[src/rtl/axil_mem_bridge.sv]
// AXI4-Lite slave bridging host accesses onto a shared request/grant memory port.
// Define AXIL_BRIDGE_WSTRB_EN to honour write strobes; otherwise every write is full-word.
module axil_mem_bridge #(
  parameter int unsigned       DATA_W    = 32,
  parameter int unsigned       ADDR_W    = 32,
  parameter logic [ADDR_W-1:0] BASE_ADDR = '0,
  parameter int unsigned       MEM_WORDS = 1024
) (
  input  logic                         clk,
  input  logic                         rst_n,
  input  logic [ADDR_W-1:0]            s_axi_awaddr,
  input  logic                         s_axi_awvalid,
  output logic                         s_axi_awready,
  input  logic [DATA_W-1:0]            s_axi_wdata,
  input  logic [DATA_W/8-1:0]          s_axi_wstrb,
  input  logic                         s_axi_wvalid,
  output logic                         s_axi_wready,
  output logic [1:0]                   s_axi_bresp,
  output logic                         s_axi_bvalid,
  input  logic                         s_axi_bready,
  input  logic [ADDR_W-1:0]            s_axi_araddr,
  input  logic                         s_axi_arvalid,
  output logic                         s_axi_arready,
  output logic [DATA_W-1:0]            s_axi_rdata,
  output logic [1:0]                   s_axi_rresp,
  output logic                         s_axi_rvalid,
  input  logic                         s_axi_rready,
  output logic                         mem_req,
  output logic                         mem_we,
  output logic [$clog2(MEM_WORDS)-1:0] mem_addr,
  output logic [DATA_W-1:0]            mem_wdata,
  output logic [DATA_W/8-1:0]          mem_be,
  input  logic                         mem_gnt,
  input  logic [DATA_W-1:0]            mem_rdata
);

  localparam int unsigned STRB_W = DATA_W / 8;
  localparam int unsigned OFF_W  = $clog2(STRB_W);
  localparam int unsigned IDX_W  = $clog2(MEM_WORDS);
  localparam int unsigned AW1    = ADDR_W + 1;
  localparam logic [ADDR_W:0] SPAN = AW1'(MEM_WORDS) << OFF_W;
  localparam logic [1:0] RESP_OKAY   = 2'b00;
  localparam logic [1:0] RESP_SLVERR = 2'b10;

  typedef enum logic [2:0] {IDLE, WR_MEM, RD_MEM, RD_DATA, WR_RESP, RD_RESP} state_t;

  state_t              state, state_n;
  logic                last_rd, last_rd_n;
  logic                aw_full, w_full, ar_full;
  logic                aw_full_n, w_full_n, ar_full_n;
  logic                aw_take, w_take, ar_take;
  logic [ADDR_W-1:0]   aw_addr, ar_addr;
  logic [DATA_W-1:0]   w_data;
  logic                mem_req_n, mem_we_n;
  logic [IDX_W-1:0]    mem_addr_n;
  logic [DATA_W-1:0]   mem_wdata_n;
  logic [STRB_W-1:0]   mem_be_n;
  logic                bvalid_n, rvalid_n;
  logic [1:0]          bresp_n, rresp_n;
  logic [DATA_W-1:0]   rdata_n;
  logic                aw_hs, w_hs, ar_hs;
  logic                wr_elig, rd_elig, pick_wr, pick_rd;
  logic                wr_bad, rd_bad, wr_nop;
  logic [IDX_W-1:0]    wr_idx, rd_idx;
  logic [STRB_W-1:0]   wr_be;

  // Out of window (below base or past the last word) or not word aligned.
  function automatic logic addr_bad(input logic [ADDR_W-1:0] a);
    logic [ADDR_W-1:0] off;
    off = a - BASE_ADDR;
    return (a < BASE_ADDR) || ({1'b0, off} >= SPAN) || (a[OFF_W-1:0] != '0);
  endfunction

  assign aw_hs   = s_axi_awvalid && s_axi_awready;
  assign w_hs    = s_axi_wvalid  && s_axi_wready;
  assign ar_hs   = s_axi_arvalid && s_axi_arready;
  assign wr_elig = aw_full && w_full;
  assign rd_elig = ar_full;
  // Ties go to whichever type was not served last.
  assign pick_wr = wr_elig && (!rd_elig || last_rd);
  assign pick_rd = rd_elig && !pick_wr;
  assign wr_bad  = addr_bad(aw_addr);
  assign rd_bad  = addr_bad(ar_addr);
  assign wr_idx  = IDX_W'((aw_addr - BASE_ADDR) >> OFF_W);
  assign rd_idx  = IDX_W'((ar_addr - BASE_ADDR) >> OFF_W);

  assign aw_full_n = (aw_full && !aw_take) || aw_hs;
  assign w_full_n  = (w_full  && !w_take)  || w_hs;
  assign ar_full_n = (ar_full && !ar_take) || ar_hs;

`ifdef AXIL_BRIDGE_WSTRB_EN
  logic [STRB_W-1:0] w_strb;
  assign wr_be  = w_strb;
  assign wr_nop = (w_strb == '0);

  always_ff @(posedge clk or negedge rst_n) begin
    if (!rst_n)    w_strb <= '0;
    else if (w_hs) w_strb <= s_axi_wstrb;
  end
`else
  logic unused_wstrb;
  assign unused_wstrb = ^s_axi_wstrb;
  assign wr_be        = '1;
  assign wr_nop       = 1'b0;
`endif

  always_ff @(posedge clk or negedge rst_n) begin
    if (!rst_n) begin
      state         <= IDLE;
      last_rd       <= 1'b1;
      aw_full       <= 1'b0;
      w_full        <= 1'b0;
      ar_full       <= 1'b0;
      s_axi_awready <= 1'b0;
      s_axi_wready  <= 1'b0;
      s_axi_arready <= 1'b0;
      aw_addr       <= '0;
      ar_addr       <= '0;
      w_data        <= '0;
      mem_req       <= 1'b0;
      mem_we        <= 1'b0;
      mem_addr      <= '0;
      mem_wdata     <= '0;
      mem_be        <= '0;
      s_axi_bvalid  <= 1'b0;
      s_axi_bresp   <= 2'b00;
      s_axi_rvalid  <= 1'b0;
      s_axi_rresp   <= 2'b00;
      s_axi_rdata   <= '0;
    end else begin
      state         <= state_n;
      last_rd       <= last_rd_n;
      aw_full       <= aw_full_n;
      w_full        <= w_full_n;
      ar_full       <= ar_full_n;
      s_axi_awready <= !aw_full_n;
      s_axi_wready  <= !w_full_n;
      s_axi_arready <= !ar_full_n;
      if (aw_hs) aw_addr <= s_axi_awaddr;
      if (ar_hs) ar_addr <= s_axi_araddr;
      if (w_hs)  w_data  <= s_axi_wdata;
      mem_req       <= mem_req_n;
      mem_we        <= mem_we_n;
      mem_addr      <= mem_addr_n;
      mem_wdata     <= mem_wdata_n;
      mem_be        <= mem_be_n;
      s_axi_bvalid  <= bvalid_n;
      s_axi_bresp   <= bresp_n;
      s_axi_rvalid  <= rvalid_n;
      s_axi_rresp   <= rresp_n;
      s_axi_rdata   <= rdata_n;
    end
  end

  // Next state plus next values of every registered output.
  always_comb begin
    state_n     = state;
    last_rd_n   = last_rd;
    aw_take     = 1'b0;
    w_take      = 1'b0;
    ar_take     = 1'b0;
    mem_req_n   = mem_req;
    mem_we_n    = mem_we;
    mem_addr_n  = mem_addr;
    mem_wdata_n = mem_wdata;
    mem_be_n    = mem_be;
    bvalid_n    = s_axi_bvalid;
    bresp_n     = s_axi_bresp;
    rvalid_n    = s_axi_rvalid;
    rresp_n     = s_axi_rresp;
    rdata_n     = s_axi_rdata;
    case (state)
      IDLE: begin
        if (pick_wr) begin
          aw_take   = 1'b1;
          w_take    = 1'b1;
          last_rd_n = 1'b0;
          if (wr_bad || wr_nop) begin
            state_n  = WR_RESP;
            bvalid_n = 1'b1;
            bresp_n  = wr_bad ? RESP_SLVERR : RESP_OKAY;
          end else begin
            state_n     = WR_MEM;
            mem_req_n   = 1'b1;
            mem_we_n    = 1'b1;
            mem_addr_n  = wr_idx;
            mem_wdata_n = w_data;
            mem_be_n    = wr_be;
          end
        end else if (pick_rd) begin
          ar_take   = 1'b1;
          last_rd_n = 1'b1;
          if (rd_bad) begin
            state_n  = RD_RESP;
            rvalid_n = 1'b1;
            rresp_n  = RESP_SLVERR;
            rdata_n  = '0;
          end else begin
            state_n    = RD_MEM;
            mem_req_n  = 1'b1;
            mem_we_n   = 1'b0;
            mem_addr_n = rd_idx;
          end
        end
      end
      WR_MEM: begin
        if (mem_gnt) begin
          state_n   = WR_RESP;
          mem_req_n = 1'b0;
          mem_we_n  = 1'b0;
          bvalid_n  = 1'b1;
          bresp_n   = RESP_OKAY;
        end
      end
      RD_MEM: begin
        if (mem_gnt) begin
          state_n   = RD_DATA;
          mem_req_n = 1'b0;
        end
      end
      RD_DATA: begin
        state_n  = RD_RESP;
        rdata_n  = mem_rdata;
        rresp_n  = RESP_OKAY;
        rvalid_n = 1'b1;
      end
      WR_RESP: begin
        if (s_axi_bready) begin
          state_n  = IDLE;
          bvalid_n = 1'b0;
        end
      end
      RD_RESP: begin
        if (s_axi_rready) begin
          state_n  = IDLE;
          rvalid_n = 1'b0;
        end
      end
      default: state_n = IDLE;
    endcase
  end

endmodule

[config.mk]
export PLATFORM = sky130hd
export DESIGN_NAME = axil_mem_bridge
export DESIGN_NICKNAME = d
export VERILOG_FILES = /design/src/rtl/axil_mem_bridge.sv
export SDC_FILE = /design/constraint.sdc
export NUM_CORES = 1
export LEC_CHECK = 0
export BUFFER_PORTS_ARGS = -buffer_cell sky130_fd_sc_hd__buf_2
export CAP_MARGIN = 20
export CORE_UTILIZATION = 51
export DETAILED_ROUTE_END_ITERATION = 6
export PLACE_DENSITY = 0.8
export SETUP_SLACK_MARGIN = 0.02
export SYNTH_ARGS = -nofsm -noshare
export SYNTH_HDL_FRONTEND = slang
export SYNTH_SLANG_ARGS = --single-unit
[constraint.sdc]
create_clock -name clk -period 2.7 [get_ports clk]
set_input_delay 0.27 -clock clk [delete_from_list [all_inputs] [get_ports clk]]
set_output_delay 0.27 -clock clk [all_outputs]
set_load 0.01 [all_outputs]
==> results of run 1 <==
worst paths after layout:
check	from	end	slack, ps	cells past startpoint
hold reg to reg	s_axi_rresp[1]$_DFFE_PN0P_	s_axi_rresp[1]$_DFFE_PN0P_	480	1
max in group asynchronous	rst_n	ar_addr[25]$_DFFE_PN0P_	1500	3
setup / recovery	aw_addr[21]$_DFFE_PN0P_	mem_addr[6]$_DFFE_PN0P_	230	6
min in group asynchronous	rst_n	aw_addr[17]$_DFFE_PN0P_	450	2
hold / removal	mem_rdata[10]	s_axi_rdata[10]$_DFFE_PN0P_	60	3
setup reg to reg	aw_addr[21]$_DFFE_PN0P_	mem_addr[6]$_DFFE_PN0P_	230	6
logic make-up (layout without fill, tap and decap cells):
family / count (synthesis) / count (layout) / synth area share
flip-flops: 187 / 187 / 0.631
AND/OR/NAND/NOR: 153 / 153 / 0.0883
multiplexers: 139 / 139 / 0.211
AO/OA/AOI/OAI: 58 / 58 / 0.0457
buffers and inverters: 38 / 270 / 0.0230
other: 1 / 2 / 0.000506
cells in the final DEF (no fill, tap or decap), drive strengths merged, types with 2 or more instances in the layout:
cell type | Yosys | final
buf | 13 | 234
dfrtp | 186 | 186
mux2 | 138 | 138
nand2 | 113 | 113
o21ai | 38 | 38
clkbuf | 21 | 22
nor4 | 10 | 10
nor2 | 7 | 7
a21oi | 6 | 6
nor3 | 6 | 6
inv | 4 | 5
nand3 | 4 | 4
or3 | 4 | 4
clkinv | 0 | 4
nand2b | 3 | 3
a21o | 3 | 3
clkinvlp | 0 | 3
and2 | 2 | 2
nand4 | 2 | 2
a211o | 2 | 2
a22oi | 2 | 2
conb | 1 | 2
a211oi | 2 | 2
what timing repair did:
| item | 4_1_cts | 5_1_grt |
|---|---|---|
| hold endpoints to repair | 71 | 0 |
| hold buffers | 1 | 0 |
| setup buffers | 0 | 0 |
sequential cells by signal, indices dropped and copies added (netlist names), 3 cells and up:
register and flops:
mem_addr 10, ar_addr 32, w_data 32, state 3
s_axi_rdata 32, mem_wdata 32, aw_addr 32
power by group through the flow:
stage / combinational, mW / clock [mW] / sequential (mW)
after global placement: 1.97 / 0 / 4.12
final: 2.05 / 2.35 / 4.17
after floorplan: 1.53 / 0 / 4.04
after detailed placement: 2.07 / 0 / 4.20
after global routing: 2.28 / 2.52 / 4.28
after CTS: 2.08 / 2.41 / 4.17
worst min-delay path: stages:
cell and delay, ps:
buf_2 70, nand2_1 30, o21ai_0 60
metrics by stage:
stage	hold slack (ps)	setup WS (ps)	instances	power, mW
floorplan	-25.6	609	577	5.57
global placement	337	222	957	6.09
detailed placement	345	222	957	6.27
CTS	35.9	209	989	8.66
global route	43.5	79.4	989	9.08
finish	56.1	230	989	8.57
final cells by class:
| type | instances | area (sq um) |
|---|---|---|
| clock buffer | 22 | 474 |
| fill | 1048 | 4710 |
| inverter | 4 | 15.0 |
| tap | 180 | 225 |
| clock inverter | 9 | 88.8 |
| timing repair buffer | 235 | 1250 |
| sequential | 187 | 4680 |
| multi-input combinational | 352 | 2590 |
per-layer routing:
metal  wire (um)  GRT usage
met1        6330      0.259
met5           0          0
met3         855     0.0590
met4         424      0.101
met2        8040      0.363
==> impl_metrics.env, run 1 <==
export IMPL_fmax_mhz=405
export IMPL_synth_edf_count=0
export IMPL_first_pass_iters=6
export IMPL_worst_ir_drop_vdd_v=0.000422
export IMPL_grt_pass1_wl_um=24600
export IMPL_syn_area_per_cell_sq_um=12.9
export IMPL_max_cap_viol_count=0
export IMPL_drt_iter0_drc=177
export IMPL_design_area_sq_mm=0.00933
export IMPL_dpl_cell_area_sq_mm=0.00876
export IMPL_synthesis_area_sq_mm=0.00741
export IMPL_die_x_um=123
export IMPL_overflow=0
export IMPL_min_period_ps=2470
export IMPL_fin_crit_sh=0.915
export IMPL_yosysWarnings=0
export IMPL_grt_pass1_vias=5068
export IMPL_drt_total_wl_um=15700
export IMPL_tightest_slew_ps=1040
export IMPL_layout_nets=937
export IMPL_antenna_found_initial=0
export IMPL_die_area_sq_mm=0.0150
export IMPL_synth_area_leaders="dfrtp_1, mux2_2, nand2_1"
export IMPL_syn_inst=576
export IMPL_grt_use_total=0.217
export IMPL_dieHeight_um=123
export IMPL_gp_congestion=0.821
export IMPL_yosysSeqAreaShare=0.631
export IMPL_crit_type="reg -> reg"
export IMPL_grt_max_degree=76
export IMPL_critPathBufInv=1
export IMPL_powerDensity_mw_per_mm2=918
export IMPL_cts_buffers=17
export IMPL_clk_path_buf_depth=2
export IMPL_finalSetupViolCount=0
export IMPL_core_sq_mm=0.0140
export IMPL_drc_errors=0
export IMPL_synth_cell_types=35
export IMPL_start_util=0.528
export IMPL_antennaDiodeCount=0
export IMPL_grt_setup_unrepaired="false"
export IMPL_clk_latency_ps=420
export IMPL_p_int_mw=6.11
export IMPL_switching_share=0.287
export IMPL_power_switching_mw=2.46
export IMPL_critPathMaxFanout=10
export IMPL_clk_pin_slew_ps=60
export IMPL_route_vias_total=5162
export IMPL_synth_most_common_cell="dfrtp_1"
export IMPL_root_buffer="clkbuf_16"
export IMPL_fin_skew_ps=8.93
export IMPL_slowest_stage="or3_1"
export IMPL_wl_per_cell_um=15.8
export IMPL_leakagePower_nw=4.73
export IMPL_drv_slew=0
export IMPL_critPathRequiredTime_ps=3000
export IMPL_yosys_area_top_type="dfrtp_1"
export IMPL_worst_setup_path_end_kind="flip-flop"
export IMPL_antenna_left=0
export IMPL_cts_sinks=187
export IMPL_ys_async_sr_fraction=1.00
export IMPL_crit_chain="nor4_1 -> nand4_1 -> or3_1 -> a211oi_2 -> buf_4 -> mux2_1"
export IMPL_io_buffers=222
export IMPL_hold_violations=0
export IMPL_ys_ff_latch=187
export IMPL_max_stage_delay_ps=480
export IMPL_ys_flop_type="dfrtp_1"
export IMPL_hp_class="in -> reg"
export IMPL_max_slew_margin=0.306
export IMPL_area_growth_pct=25.9
export IMPL_row_count=43
export IMPL_p_seq_frac=0.486
export IMPL_viasPerCell=5.22
export IMPL_status="finished clean"
export IMPL_post_route_util=0.665
export IMPL_p_clk_frac=0.275
export IMPL_drive_gt1_frac=0.491
export IMPL_cts_tree="yes"
export IMPL_synth_top_area_frac=0.628
export IMPL_dp_hpwl_um=11200
export IMPL_crit_arrival_ps=2770
export IMPL_path_delay_family="simple AND/OR/NAND/NOR gates"
export IMPL_num_io_pins=229
export IMPL_ctsResizeCount=0
export IMPL_combPwrFrac=0.239
export IMPL_synthTopCellsByCount="dfrtp_1, mux2_2, nand2_1, o21ai_0, clkbuf_1"
export IMPL_cp_start_kind="flip-flop"
export IMPL_fin_setup_tns_ps=0
export IMPL_cts_htree_levels=4
Note: power is estimated with default switching activity, not from simulation.
==> inputs of run 2 (changes only) <==
Settings changed: BUFFER_PORTS_ARGS -buffer_cell sky130_fd_sc_hd__buf_2 to not set, CORE_UTILIZATION 51 to 63, DONT_BUFFER_PORTS set to 1, PLACE_DENSITY 0.8 to 0.79, TNS_END_PERCENT set to 30.
==> run 2 against run 1 <==
Compared with the run above: the run now ends with negative hold slack left; highest routed layer unchanged; critical endpoint is now mem_addr[7]$_DFFE_PN0P_; count of clock-buffer cells in the layout is 4 higher; total power grew 1.9%; sequential power rose by 3%; largest power group unchanged; combinational power down 3%; non-clock buffer count decreased by 97; setup slack lost 34 ps; cell area increased by 1.2%; sequential cell count unchanged; sequential share of layout area down 0.58 points; register-to-register slack got worse by 30 ps; clock power is 5% higher.
==> impl_metrics.env, run 2 (same netlist as run 1, synthesis figures left out) <==
export IMPL_route_vias_total=4954
export IMPL_seqCellArea_sq_mm=0.00468
export IMPL_placed_cells=695
export IMPL_finalWorstSetupSlack_ps=195
export IMPL_grt_max_degree=188
export IMPL_core_sq_mm=0.0114
export IMPL_layout_cells_non_filler=856
export IMPL_clk_path_buf_depth=2
export IMPL_violations="negative hold slack"
export IMPL_p_total_mw=8.73
export IMPL_layout_nets=840
export IMPL_combPwrFrac=0.227
export IMPL_clk_pin_slew_ps=70
export IMPL_antenna_found_initial=0
export IMPL_viasPerCell=5.79
export IMPL_overflow=0
export IMPL_drt_iter0_drc=299
export IMPL_final_cell_mix="dfrtp_1, dlygate4sd3_1, mux2_2"
export IMPL_start_util=0.649
export IMPL_switching_share=0.286
export IMPL_hp_class="in -> async"
export IMPL_finalSetupViolCount=0
export IMPL_grt_pass1_wl_um=28300
export IMPL_post_place_ws_ps=286
export IMPL_fin_crit_sh=0.928
export IMPL_layout_commonest_cell="dfrtp_1"
export IMPL_reg2regPathDepth=6
export IMPL_holdWs_ps=-470
export IMPL_io_buffers=0
export IMPL_grt_use_total=0.303
export IMPL_grt_pass1_vias=5340
export IMPL_cp_num_cells=6
export IMPL_dpl_cell_area_sq_mm=0.00755
export IMPL_crit_arrival_ps=2820
export IMPL_cts_sinks=187
export IMPL_antenna_left=0
export IMPL_path_delay_family="simple AND/OR/NAND/NOR gates"
export IMPL_area_growth_pct=27.4
export IMPL_fmax_mhz=399
export IMPL_crit_chain="nor4_1 -> nand4_1 -> or3_1 -> a211oi_2 -> buf_4 -> mux2_2"
export IMPL_first_pass_iters=4
export IMPL_post_cts_setup_buffers=0
export IMPL_p_clk_frac=0.282
export IMPL_die_area_sq_mm=0.0122
export IMPL_cts_htree_levels=4
export IMPL_gp_congestion=0.806
export IMPL_hold_violations=187
export IMPL_worst_ir_drop_vdd_v=0.000709
export IMPL_cts_tree="yes"
export IMPL_multi_input_area_sq_mm=0.00259
export IMPL_antennaDiodeCount=0
export IMPL_slowest_stage="or3_1"
export IMPL_design_area_sq_mm=0.00944
export IMPL_critPathMaxFanout=11
export IMPL_worst_setup_path_end_kind="flip-flop"
export IMPL_fillers=577
export IMPL_clk_latency_ps=430
export IMPL_drt_total_wl_um=17600
export IMPL_p_int_mw=6.23
export IMPL_dp_hpwl_um=10100
export IMPL_power_switching_mw=2.50
export IMPL_row_count=39
export IMPL_max_stage_delay_ps=490
export IMPL_grt_setup_unrepaired="false"
export IMPL_status="complete, but fails checks"
export IMPL_root_buffer="clkbuf_16"
export IMPL_drc_errors=0
export IMPL_die_x_um=110
export IMPL_fin_setup_tns_ps=0
export IMPL_critPathRequiredTime_ps=3020
export IMPL_critPathBufInv=1
export IMPL_powerDensity_mw_per_mm2=925
export IMPL_fin_skew_ps=7.22
export IMPL_drv_slew=0
export IMPL_max_cap_viol_count=0
export IMPL_min_period_ps=2500
export IMPL_wl_per_cell_um=20.5
export IMPL_cts_buffers=17
export IMPL_cp_start_kind="flip-flop"
export IMPL_drive_gt1_frac=0.240
export IMPL_crit_type="reg -> reg"
export IMPL_leakagePower_nw=4.26
export IMPL_dieHeight_um=110
export IMPL_p_seq_frac=0.491
export IMPL_num_io_pins=229
[run 2: power groups by stage]
stage / registers [mW] / clock network [mW] / logic (mW)
final: 4.29 / 2.46 / 1.98
after global routing: 4.39 / 2.61 / 2.18
after CTS: 4.23 / 2.48 / 1.94
after detailed placement: 4.28 / 0 / 1.79
after global placement: 4.20 / 0 / 1.68
after floorplan: 4.04 / 0 / 1.53
[run 2: repair_timing]
action                    CTS  global route
hold buffers              125             3
resized for setup           0             0
hold endpoints to repair  312           190
[run 2: cell type report]
class | count | share of cell area
Inverter | 4 | 0.00159
Multi-Input combinational cell | 352 | 0.275
Clock inverter | 6 | 0.00901
Tap cell | 143 | 0.0190
Sequential cell | 187 | 0.496
Timing Repair Buffer | 138 | 0.147
Clock buffer | 26 | 0.0529
[run 2: metrics by stage]
stage,util,hold slack (ps)
CTS,0.822,-473
detailed placement,0.661,-21.1
global placement,0.661,-21.9
finish,0.827,-470
floorplan,-,-25.6
global route,0.827,-492
[run 2: final timing paths]
kind | from | to | slack [ps]
max in group asynchronous | rst_n | last_rd$_DFFE_PN1P_ | 2920
min | rst_n | s_axi_rdata[3]$_DFFE_PN0P_ | -470
min reg2reg | w_data[24]$_DFFE_PN0P_ | mem_wdata[24]$_DFFE_PN0P_ | 490
max | aw_addr[19]$_DFFE_PN0P_ | mem_addr[7]$_DFFE_PN0P_ | 200
max reg2reg | aw_addr[19]$_DFFE_PN0P_ | mem_addr[7]$_DFFE_PN0P_ | 200
min in group clk | mem_gnt | s_axi_bresp[1]$_DFFE_PN0P_ | 40
[run 2: per-layer routing]
metal,part of all wire,track usage,vias to the layer above,wire length [um]
met2,0.52,0.520,213,9110
met5,0,0,-,0
met3,0.081,0.116,44,1420
li1,-,-,2222,-
met4,0.028,0.115,0,490
met1,0.37,0.342,2475,6540
==> inputs of run 3 (changes only) <==
Settings changed: CAP_MARGIN 20 to 10, RECOVER_POWER set to 100.
==> run 3 against run 2 <==
Compared with the run above: the flow still finishes with violations (negative hold slack); cell area shrank 0.62%; non-clock buffer count shrank 1; sequential power is essentially flat; critical endpoint is now mem_wdata[10]$_DFFE_PN0P_; largest power group unchanged.
==> impl_metrics.env, run 3 (same netlist as run 1, synthesis figures left out) <==
export IMPL_dpl_cell_area_sq_mm=0.00755
export IMPL_max_cap_viol_count=0
export IMPL_die_x_um=110
export IMPL_status="complete, but fails checks"
export IMPL_route_vias_total=4953
export IMPL_grt_max_degree=188
export IMPL_cts_hold_buf=125
export IMPL_cts_buffers=17
export IMPL_clk_path_buf_depth=2
export IMPL_gp_congestion=0.806
export IMPL_post_place_ws_ps=286
export IMPL_p_clk_frac=0.283
export IMPL_grt_setup_unrepaired="false"
export IMPL_fin_setup_tns_ps=0
export IMPL_reg2regPathDepth=5
export IMPL_multi_input_area_sq_mm=0.00259
export IMPL_hp_class="in -> async"
export IMPL_io_buffers=0
export IMPL_antenna_left=0
export IMPL_grt_use_total=0.303
export IMPL_cts_htree_levels=4
export IMPL_clk_latency_ps=430
export IMPL_clk_pin_slew_ps=70
export IMPL_p_int_mw=6.20
export IMPL_fin_skew_ps=6.41
export IMPL_finalSetupViolCount=0
export IMPL_worstSetupStartpoint="state[2]$_DFFE_PN0P_"
export IMPL_drt_iter0_drc=321
export IMPL_grt_pass1_wl_um=28300
export IMPL_seqCellArea_sq_mm=0.00468
export IMPL_crit_type="reg -> reg"
export IMPL_die_area_sq_mm=0.0122
export IMPL_layout_commonest_cell="dfrtp_1"
export IMPL_crit_arrival_ps=2800
export IMPL_p_seq_frac=0.492
export IMPL_switching_share=0.287
export IMPL_antennaDiodeCount=0
export IMPL_tightest_slew_ps=1090
export IMPL_start_util=0.649
export IMPL_area_growth_pct=26.6
export IMPL_hold_violations=187
export IMPL_fin_crit_sh=0.924
export IMPL_holdWs_ps=-471
export IMPL_first_pass_iters=5
export IMPL_fillers=589
export IMPL_r2r_start="state[2]$_DFFE_PN0P_"
export IMPL_finalWorstSetupSlack_ps=205
export IMPL_drive_gt1_frac=0.229
export IMPL_max_slew_margin=0.272
export IMPL_overflow=0
export IMPL_root_buffer="clkbuf_16"
export IMPL_power_switching_mw=2.50
export IMPL_worst_setup_path_end_kind="flip-flop"
export IMPL_wl_per_cell_um=20.4
export IMPL_row_count=39
export IMPL_cts_sinks=187
export IMPL_design_area_sq_mm=0.00938
export IMPL_grt_pass1_vias=5340
export IMPL_drt_total_wl_um=17400
export IMPL_core_sq_mm=0.0114
export IMPL_post_cts_setup_buffers=0
export IMPL_fmax_mhz=401
export IMPL_cp_endpoint="mem_wdata[10]$_DFFE_PN0P_"
export IMPL_powerDensity_mw_per_mm2=928
export IMPL_viasPerCell=5.79
export IMPL_final_cell_mix="dfrtp_1, dlygate4sd3_1, mux2_2"
export IMPL_dieHeight_um=110
export IMPL_antenna_found_initial=0
export IMPL_combPwrFrac=0.225
export IMPL_layout_nets=839
export IMPL_r2r_slack_ps=210
export IMPL_leakagePower_nw=4.24
export IMPL_cts_tree="yes"
export IMPL_drc_errors=0
export IMPL_r2r_end="mem_wdata[10]$_DFFE_PN0P_"
export IMPL_worst_ir_drop_vdd_v=0.000710
export IMPL_ctsResizeCount=0
export IMPL_p_total_mw=8.70
export IMPL_num_io_pins=229
export IMPL_post_route_util=0.822
export IMPL_layout_cells_non_filler=855
export IMPL_placed_cells=695
export IMPL_drv_slew=0
export IMPL_violations="negative hold slack"
export IMPL_critPathMaxFanout=34
export IMPL_critPathRequiredTime_ps=3010
export IMPL_cp_start_kind="flip-flop"
export IMPL_dp_hpwl_um=10100
export IMPL_min_period_ps=2490
## run 3: changes by cell type in the layout (fill, tap and decap cells not counted), sizes merged
cell / delta
clkbuf: +6
buf: -7
## run 3: how the worst min path moves through the flow
stage                                             to  depth (start not counted)
after global placement       ar_addr[21]$_DFFE_PN0P_                          0
after CTS                 s_axi_rdata[3]$_DFFE_PN0P_                          0
after global routing      s_axi_rdata[3]$_DFFE_PN0P_                          0
after detailed placement     ar_addr[17]$_DFFE_PN0P_                          0
final                     s_axi_rdata[3]$_DFFE_PN0P_                          0
after floorplan               ar_addr[0]$_DFFE_PN0P_                          0
## run 3: metal layers
layer  GRT usage  vias up  share of wire
met3       0.116       43          0.081
met1       0.342     2468           0.37
met5           0        -              0
li1            -     2222              -
met2       0.520      220           0.52
met4       0.115        0          0.028
## run 3: power by group through the flow
stage | logic (mW) | registers [mW] | clock network (mW)
3_3_place_gp | 1.68 | 4.20 | 0
6_report | 1.96 | 4.28 | 2.47
2_1_floorplan | 1.53 | 4.04 | 0
5_1_grt | 2.15 | 4.38 | 2.61
4_1_cts | 1.94 | 4.23 | 2.48
3_5_place_dp | 1.79 | 4.28 | 0
## run 3: area by class of cell
type / instances / share of cell area
sequential: 187 / 0.499
multi-input combinational: 352 / 0.276
timing repair buffer: 137 / 0.142
clock buffer: 26 / 0.0532
tap: 143 / 0.0191
clock inverter: 6 / 0.00907
inverter: 4 / 0.00160
## run 3: critical path: stages (launching register included)
cell and delay, ps:
dfrtp_1 530, nor3_1 510, nand2_1 220, nor3_4 210, clkbuf_4 490, mux2_2 410
